`config.mk`:
```
export PLATFORM = sky130hd
export DESIGN_NAME = mem_stage
export DESIGN_NICKNAME = d
export VERILOG_FILES = /design/src/rtl/mem_stage.sv
export SDC_FILE = /design/constraint.sdc
export NUM_CORES = 1
export LEC_CHECK = 0
export BUFFER_PORTS_ARGS = -buffer_cell sky130_fd_sc_hd__buf_2
export CAP_MARGIN = 20
export CORE_ASPECT_RATIO = 0.75
export CORE_MARGIN = 4
export CORE_UTILIZATION = 43
export CTS_BUF_LIST = sky130_fd_sc_hd__clkbuf_4 sky130_fd_sc_hd__clkbuf_8 sky130_fd_sc_hd__clkbuf_16
export DETAILED_ROUTE_END_ITERATION = 8
export PLACE_DENSITY_LB_ADDON = 0.15
export SYNTH_ARGS = -nofsm -noshare
export SYNTH_HDL_FRONTEND = slang
export SYNTH_SLANG_ARGS = --single-unit
```
`constraint.sdc`:
```
create_clock -name clk -period 1.5 [get_ports clk]
set_clock_uncertainty 0.15 [all_clocks]
set_input_delay 0.3 -clock clk [delete_from_list [all_inputs] [get_ports clk]]
set_output_delay 0.3 -clock clk [all_outputs]
set_load 0.01 [all_outputs]
```
`src/rtl/mem_stage.sv`:
```
// Memory-access pipeline stage: issues loads/stores over a req/ack port, stalls
// execute while an access is outstanding, and registers results into WB.
module mem_stage #(
   parameter int unsigned TIMEOUT = 16
) (
   input  logic        clk,
   input  logic        rst,
   input  logic [31:0] next_pc_mem,
   input  logic [31:0] alu_result_mem,
   input  logic [31:0] write_data_mem,
   input  logic [1:0]  wb_sel_mem,
   input  logic [1:0]  read_width_mem,
   input  logic [4:0]  wrt_dst_mem,
   input  logic        mem_wrt_en_mem,
   input  logic        reg_wrt_en_mem,
   input  logic        read_unsigned_mem,
   input  logic        rd_en_mem,
   output logic        stall_mem,
   output logic        dmem_req,
   output logic        dmem_we,
   output logic [31:0] dmem_addr,
   output logic [3:0]  dmem_be,
   output logic [31:0] dmem_wdata,
   input  logic        dmem_ack,
   input  logic [31:0] dmem_rdata,
   output logic [31:0] next_pc_wb,
   output logic [31:0] alu_result_wb,
   output logic [31:0] mem_data_wb,
   output logic [1:0]  wb_sel_wb,
   output logic [4:0]  wrt_dst_wb,
   output logic        reg_wrt_en_wb,
   output logic        misalign_err,
   output logic        bus_err
);

   localparam int unsigned CntW = (TIMEOUT > 1) ? $clog2(TIMEOUT) : 1;
   localparam logic [CntW-1:0] LastCnt = (TIMEOUT > 0) ? CntW'(TIMEOUT - 1) : '0;

   typedef enum logic [0:0] {StIdle, StWait} state_t;

   state_t          state_q, state_d;
   logic [CntW-1:0] cnt_q, cnt_d;

   // Copies of the request taken while idle; they drive the port during WAIT.
   logic [31:0] addr_q, wdata_q;
   logic [3:0]  be_q;
   logic        we_q, uns_q;
   logic [1:0]  width_q;

   logic        access, misalign, timeout_hit;
   logic [3:0]  be_calc;
   logic [31:0] wdata_calc;
   logic        wb_load, wb_bubble, set_misalign, set_bus;
   logic [31:0] load_data;

   // Pick the addressed lane and sign/zero-extend it.
   function automatic logic [31:0] extract(input logic [31:0] rdata, input logic [1:0] off,
                                           input logic [1:0] width, input logic uns);
      logic [7:0]  b;
      logic [15:0] h;
      b = rdata[{off, 3'b000} +: 8];
      h = off[1] ? rdata[31:16] : rdata[15:0];
      case (width)
         2'b00:   extract = uns ? {24'h0, b} : {{24{b[7]}}, b};
         2'b01:   extract = uns ? {16'h0, h} : {{16{h[15]}}, h};
         default: extract = rdata;
      endcase
   endfunction

   // Decode access, alignment and store lane placement from the MEM inputs.
   always_comb begin
      access   = rd_en_mem | mem_wrt_en_mem;
      misalign = access & (((read_width_mem == 2'b01) & alu_result_mem[0]) |
                           (read_width_mem[1] & (alu_result_mem[1:0] != 2'b00)));
      be_calc    = 4'b1111;
      wdata_calc = write_data_mem;
      if (mem_wrt_en_mem) begin
         case (read_width_mem)
            2'b00: begin
               be_calc    = 4'b0001 << alu_result_mem[1:0];
               wdata_calc = {4{write_data_mem[7:0]}};
            end
            2'b01: begin
               be_calc    = alu_result_mem[1] ? 4'b1100 : 4'b0011;
               wdata_calc = {2{write_data_mem[15:0]}};
            end
            default: be_calc = 4'b1111;
         endcase
      end
      timeout_hit = (TIMEOUT != 0) && (cnt_q == LastCnt);
   end

   // Next state, port drive and WB update control.
   always_comb begin
      state_d      = state_q;
      cnt_d        = cnt_q;
      stall_mem    = 1'b0;
      dmem_req     = 1'b0;
      dmem_we      = mem_wrt_en_mem;
      dmem_addr    = {alu_result_mem[31:2], 2'b00};
      dmem_be      = be_calc;
      dmem_wdata   = wdata_calc;
      wb_load      = 1'b0;
      wb_bubble    = 1'b0;
      set_misalign = 1'b0;
      set_bus      = 1'b0;
      load_data    = 32'h0;
      unique case (state_q)
         StIdle: begin
            if (misalign) begin
               set_misalign = 1'b1;
               wb_bubble    = 1'b1;
            end else if (access) begin
               dmem_req  = 1'b1;
               stall_mem = 1'b1;
               wb_bubble = 1'b1;
               cnt_d     = '0;
               state_d   = StWait;
            end else begin
               wb_load = 1'b1;
            end
         end
         StWait: begin
            dmem_req   = 1'b1;
            dmem_we    = we_q;
            dmem_addr  = {addr_q[31:2], 2'b00};
            dmem_be    = be_q;
            dmem_wdata = wdata_q;
            if (dmem_ack) begin
               wb_load   = 1'b1;
               load_data = we_q ? 32'h0 : extract(dmem_rdata, addr_q[1:0], width_q, uns_q);
               state_d   = StIdle;
            end else if (timeout_hit) begin
               set_bus   = 1'b1;
               wb_bubble = 1'b1;
               state_d   = StIdle;
            end else begin
               stall_mem = 1'b1;
               cnt_d     = cnt_q + CntW'(1);
            end
         end
         default: state_d = StIdle;
      endcase
   end

   // State, request copies, WB registers and error pulses.
   always_ff @(posedge clk) begin
      if (rst) begin
         state_q       <= StIdle;
         cnt_q         <= '0;
         addr_q        <= 32'h0;
         wdata_q       <= 32'h0;
         be_q          <= 4'h0;
         we_q          <= 1'b0;
         uns_q         <= 1'b0;
         width_q       <= 2'b00;
         next_pc_wb    <= 32'h0;
         alu_result_wb <= 32'h0;
         mem_data_wb   <= 32'h0;
         wb_sel_wb     <= 2'b00;
         wrt_dst_wb    <= 5'h0;
         reg_wrt_en_wb <= 1'b0;
         misalign_err  <= 1'b0;
         bus_err       <= 1'b0;
      end else begin
         state_q      <= state_d;
         cnt_q        <= cnt_d;
         misalign_err <= set_misalign;
         bus_err      <= set_bus;
         if (state_q == StIdle) begin
            addr_q  <= alu_result_mem;
            wdata_q <= wdata_calc;
            be_q    <= be_calc;
            we_q    <= mem_wrt_en_mem;
            uns_q   <= read_unsigned_mem;
            width_q <= read_width_mem;
         end
         if (wb_load | wb_bubble) begin
            next_pc_wb    <= next_pc_mem;
            alu_result_wb <= alu_result_mem;
            wb_sel_wb     <= wb_sel_mem;
            wrt_dst_wb    <= wrt_dst_mem;
            reg_wrt_en_wb <= wb_load & reg_wrt_en_mem;
            mem_data_wb   <= load_data;
         end
      end
   end

endmodule

```
==> results.tsv <==
stage	metric	value	unit
finish	footprint of the multi-input gates	0.00406	mm2
route	Vias/cell	5.10	
route	Detailed Routing Iterations Pass 1	5	
route	routed wire length	28.1	mm
die	initial core utilization	0.442	
logic_synthesis	Ys Warns	0	
global_route	antenna violations before repair	2	
global_route	largest net degree at the start of global routing	107	
route	drt drc	0	
logic_synthesis	Area contributors post-synth	dfxtp_1 49%, nand2_1 11%, mux2_2 7.3%, nor2b_1 5.7%, a21oi_1 5.5%	
setup_path	Worst setup EP type	output pin	
setup_path	critical path class	flop to output pin	
power_and_ir_drop	PD cells	988	mW/mm2
route	via count	7964	
die	die span in y	122	um
logic_synthesis	post-synth top area cell	dfxtp_1	
logic_synthesis	Mapped Area	0.00751	mm2
sta	Slew Viols, Final	0	
die	core region area	0.0170	mm2
sta	final worst slack	-0.523	ns
logic_synthesis	most numerous cell in the Yosys netlist	nand2_1	
logic_synthesis	Synth top area share	0.488	
global_route	vias in the first global route	7706	
finish	Register Area	0.00367	mm2
logic_synthesis	synth cell count leaders	220 x nand2_1, 183 x dfxtp_1, 83 x a21oi_1, 68 x nor2b_1, 49 x mux2_2	
die	die area	0.0197	mm2
clock_network	CTS max path bufs	2	
place	Post-DP HPWL	16.8	mm
global_route	gr usage total	0.268	
clock_network	CTS clk-pin slew, worst paths	0.07	ns
place	cell count after placement	1412	
clock_network	H-tree depth	4	
route	post-route ant nets	0	
finish	Non-Filler Instances	1563	
logic_synthesis	top_reg_cell synth	dfxtp_1	
sta	Tmin final	2.02	ns
route	DRT iter0 DRCs	551	
global_route	first-pass GRT wire length	42.0	mm
global_route	gr ovfl total	0	
logic_synthesis	Syn Inst Count	849	
finish	fin nets	1457	
setup_path	Worst Path Arrival	1.57	ns
sta	RSZ-0062 raised after global routing	yes	
sta	Final Hold Viols	0	
clock_network	Clk Latency, worst-skew pair	0.43	ns
die	io pins	321	
clock_network	CTS buffer count	17	
setup_path	Critical Path Source Type	flop	
clock_network	Root Driver	clkbuf_16	
sta	final setup fails	177	
setup_path	Crit Path Max Fanout	21	
place	port buffer count	318	
finish	Area Overhead vs Synth	68.0	%
finish	share of layout cells above drive strength 1	0.442	
place	gp weighted congestion	0.841	
worst_hold_path	Hold Path Class	input port to flop	
power_and_ir_drop	Pleak	6.03	nW
logic_synthesis	Seq/Total Area, Yosys	0.488	
status	status	complete, but fails checks	
logic_synthesis	Post-synth EDFFs	0	
run	max cap viols	0	
clock_network	CTS tree	built	
sta	f_max	494	MHz
sta	Final period util	1.35	
die	Die W	161	um
sta	hold slack final	0.0173	ns
status	failing checks	setup timing	
logic_synthesis	Yosys reg bits	183	
logic_synthesis	Synth cell types	43	
logic_synthesis	Post-Syn Area per Cell	8.84	um2
die	Core Rows	41	
setup_path	CP required	1.05	ns
logic_synthesis	ys async rst share	0	
finish	Fill cells	1209	
power_and_ir_drop	peak supply drop	0.647	mV
clock_network	clock sinks	183	
route	routed length per instance	17.9	um
-- power breakdown --
group,switching (mW),internal (mW),total (mW)
combinational,1.32,1.51,2.84
sequential,0.152,5.16,5.31
clock,2.13,2.19,4.31
-- flip-flops by register name (all words and copies together) (netlist names), 2 cells and up --
signal / cells
alu_result_wb: 32
next_pc_wb: 32
wrt_dst_wb: 5
mem_data_wb: 32
addr_q: 32
width_q: 2
wb_sel_wb: 2
cnt_q: 4
be_q: 4
wdata_q: 32
-- layer usage --
| layer | global-route usage | vias to the layer above | part of all wire |
|---|---|---|---|
| met1 | 0.337 | 3770 | 0.42 |
| met4 | 0.0806 | 0 | 0.018 |
| li1 | - | 3793 | - |
| met3 | 0.0843 | 47 | 0.090 |
| met5 | 0 | - | 0 |
| met2 | 0.447 | 354 | 0.48 |
-- placed cells by master (no fill, tap or decap), types with 6 or more instances in the layout --
cell type / instances
a21oi_1: 75
dlygate4sd3_1: 82
nor2_1: 13
mux2_4: 31
nand2b_1: 19
nand2_2: 11
buf_12: 16
clkbuf_16: 18
buf_6: 41
bufbuf_16: 8
dfxtp_1: 180
mux2_2: 18
o211ai_1: 10
buf_16: 6
a21oi_2: 8
o21ai_2: 11
a22oi_2: 9
buf_2: 286
buf_4: 65
mux2i_1: 37
a32o_1: 8
o21ai_0: 10
nand2_4: 9
nand2_1: 200
o21ai_1: 16
nor2b_1: 64
-- final cells by class --
type	count	share of cell area
multi-input cells	598	0.321
repair buffers	507	0.317
flip-flops and latches	183	0.291
clock buffers	17	0.0337
well taps	236	0.0234
clock inverters	15	0.0112
inverters	5	0.00149
diodes	2	0.000397
-- path summary, 6_finish.rpt --
kind                             endpoint  cells past startpoint  slack, ns                   startpoint
max                          dmem_addr[2]                      3      -0.52           state_q$_SDFF_PP0_
max reg2reg   next_pc_wb[13]$_SDFFE_PP0P_                      9      -0.38           state_q$_SDFF_PP0_
min reg2reg   mem_data_wb[7]$_SDFFE_PP0P_                      2       0.29  mem_data_wb[7]$_SDFFE_PP0P_
min          mem_data_wb[18]$_SDFFE_PP0P_                      3       0.02               dmem_rdata[18]
-- cells by family after synthesis --
family / Yosys count / synth area share
adder cells (fa/ha/maj): 1 / 0.00167
flip-flops: 183 / 0.488
XOR/XNOR: 2 / 0.00233
other: 1 / 0.000499
multiplexers: 87 / 0.126
buffers and inverters: 70 / 0.0427
AO/OA/AOI/OAI: 170 / 0.135
AND/OR/NAND/NOR: 335 / 0.204
-- worst max-delay path, cell delays in order (launching register included) --
cell     delay (ns)
dfxtp_4        0.42
buf_12         0.20
mux2_2         0.36
buf_4          0.16
-- what timing repair did --
action,CTS,global route
gates resized for setup,129,69
gates cloned,16,1
pin swaps,30,21
setup endpoints to repair,173,177
hold buffers,82,0
endpoints found under the hold margin,82,0
buffers inserted,9,13
-- metrics by stage --
stage               total power [mW]  utilization  setup WS, ns  TNS (ns)  cell area (um2)
finish                          12.5        0.743        -0.523    -61.05            12600
global route                    13.0        0.743        -0.575    -73.08            12600
CTS                             12.3        0.721        -0.531    -54.71            12200
detailed placement              7.44        0.579        -0.291    -18.32             9840
global placement                7.42        0.579        -0.260    -16.41             9840
floorplan                       6.48            -        -0.105     -1.28             7620
No activity file was read; power rests on OpenSTA's default activity.
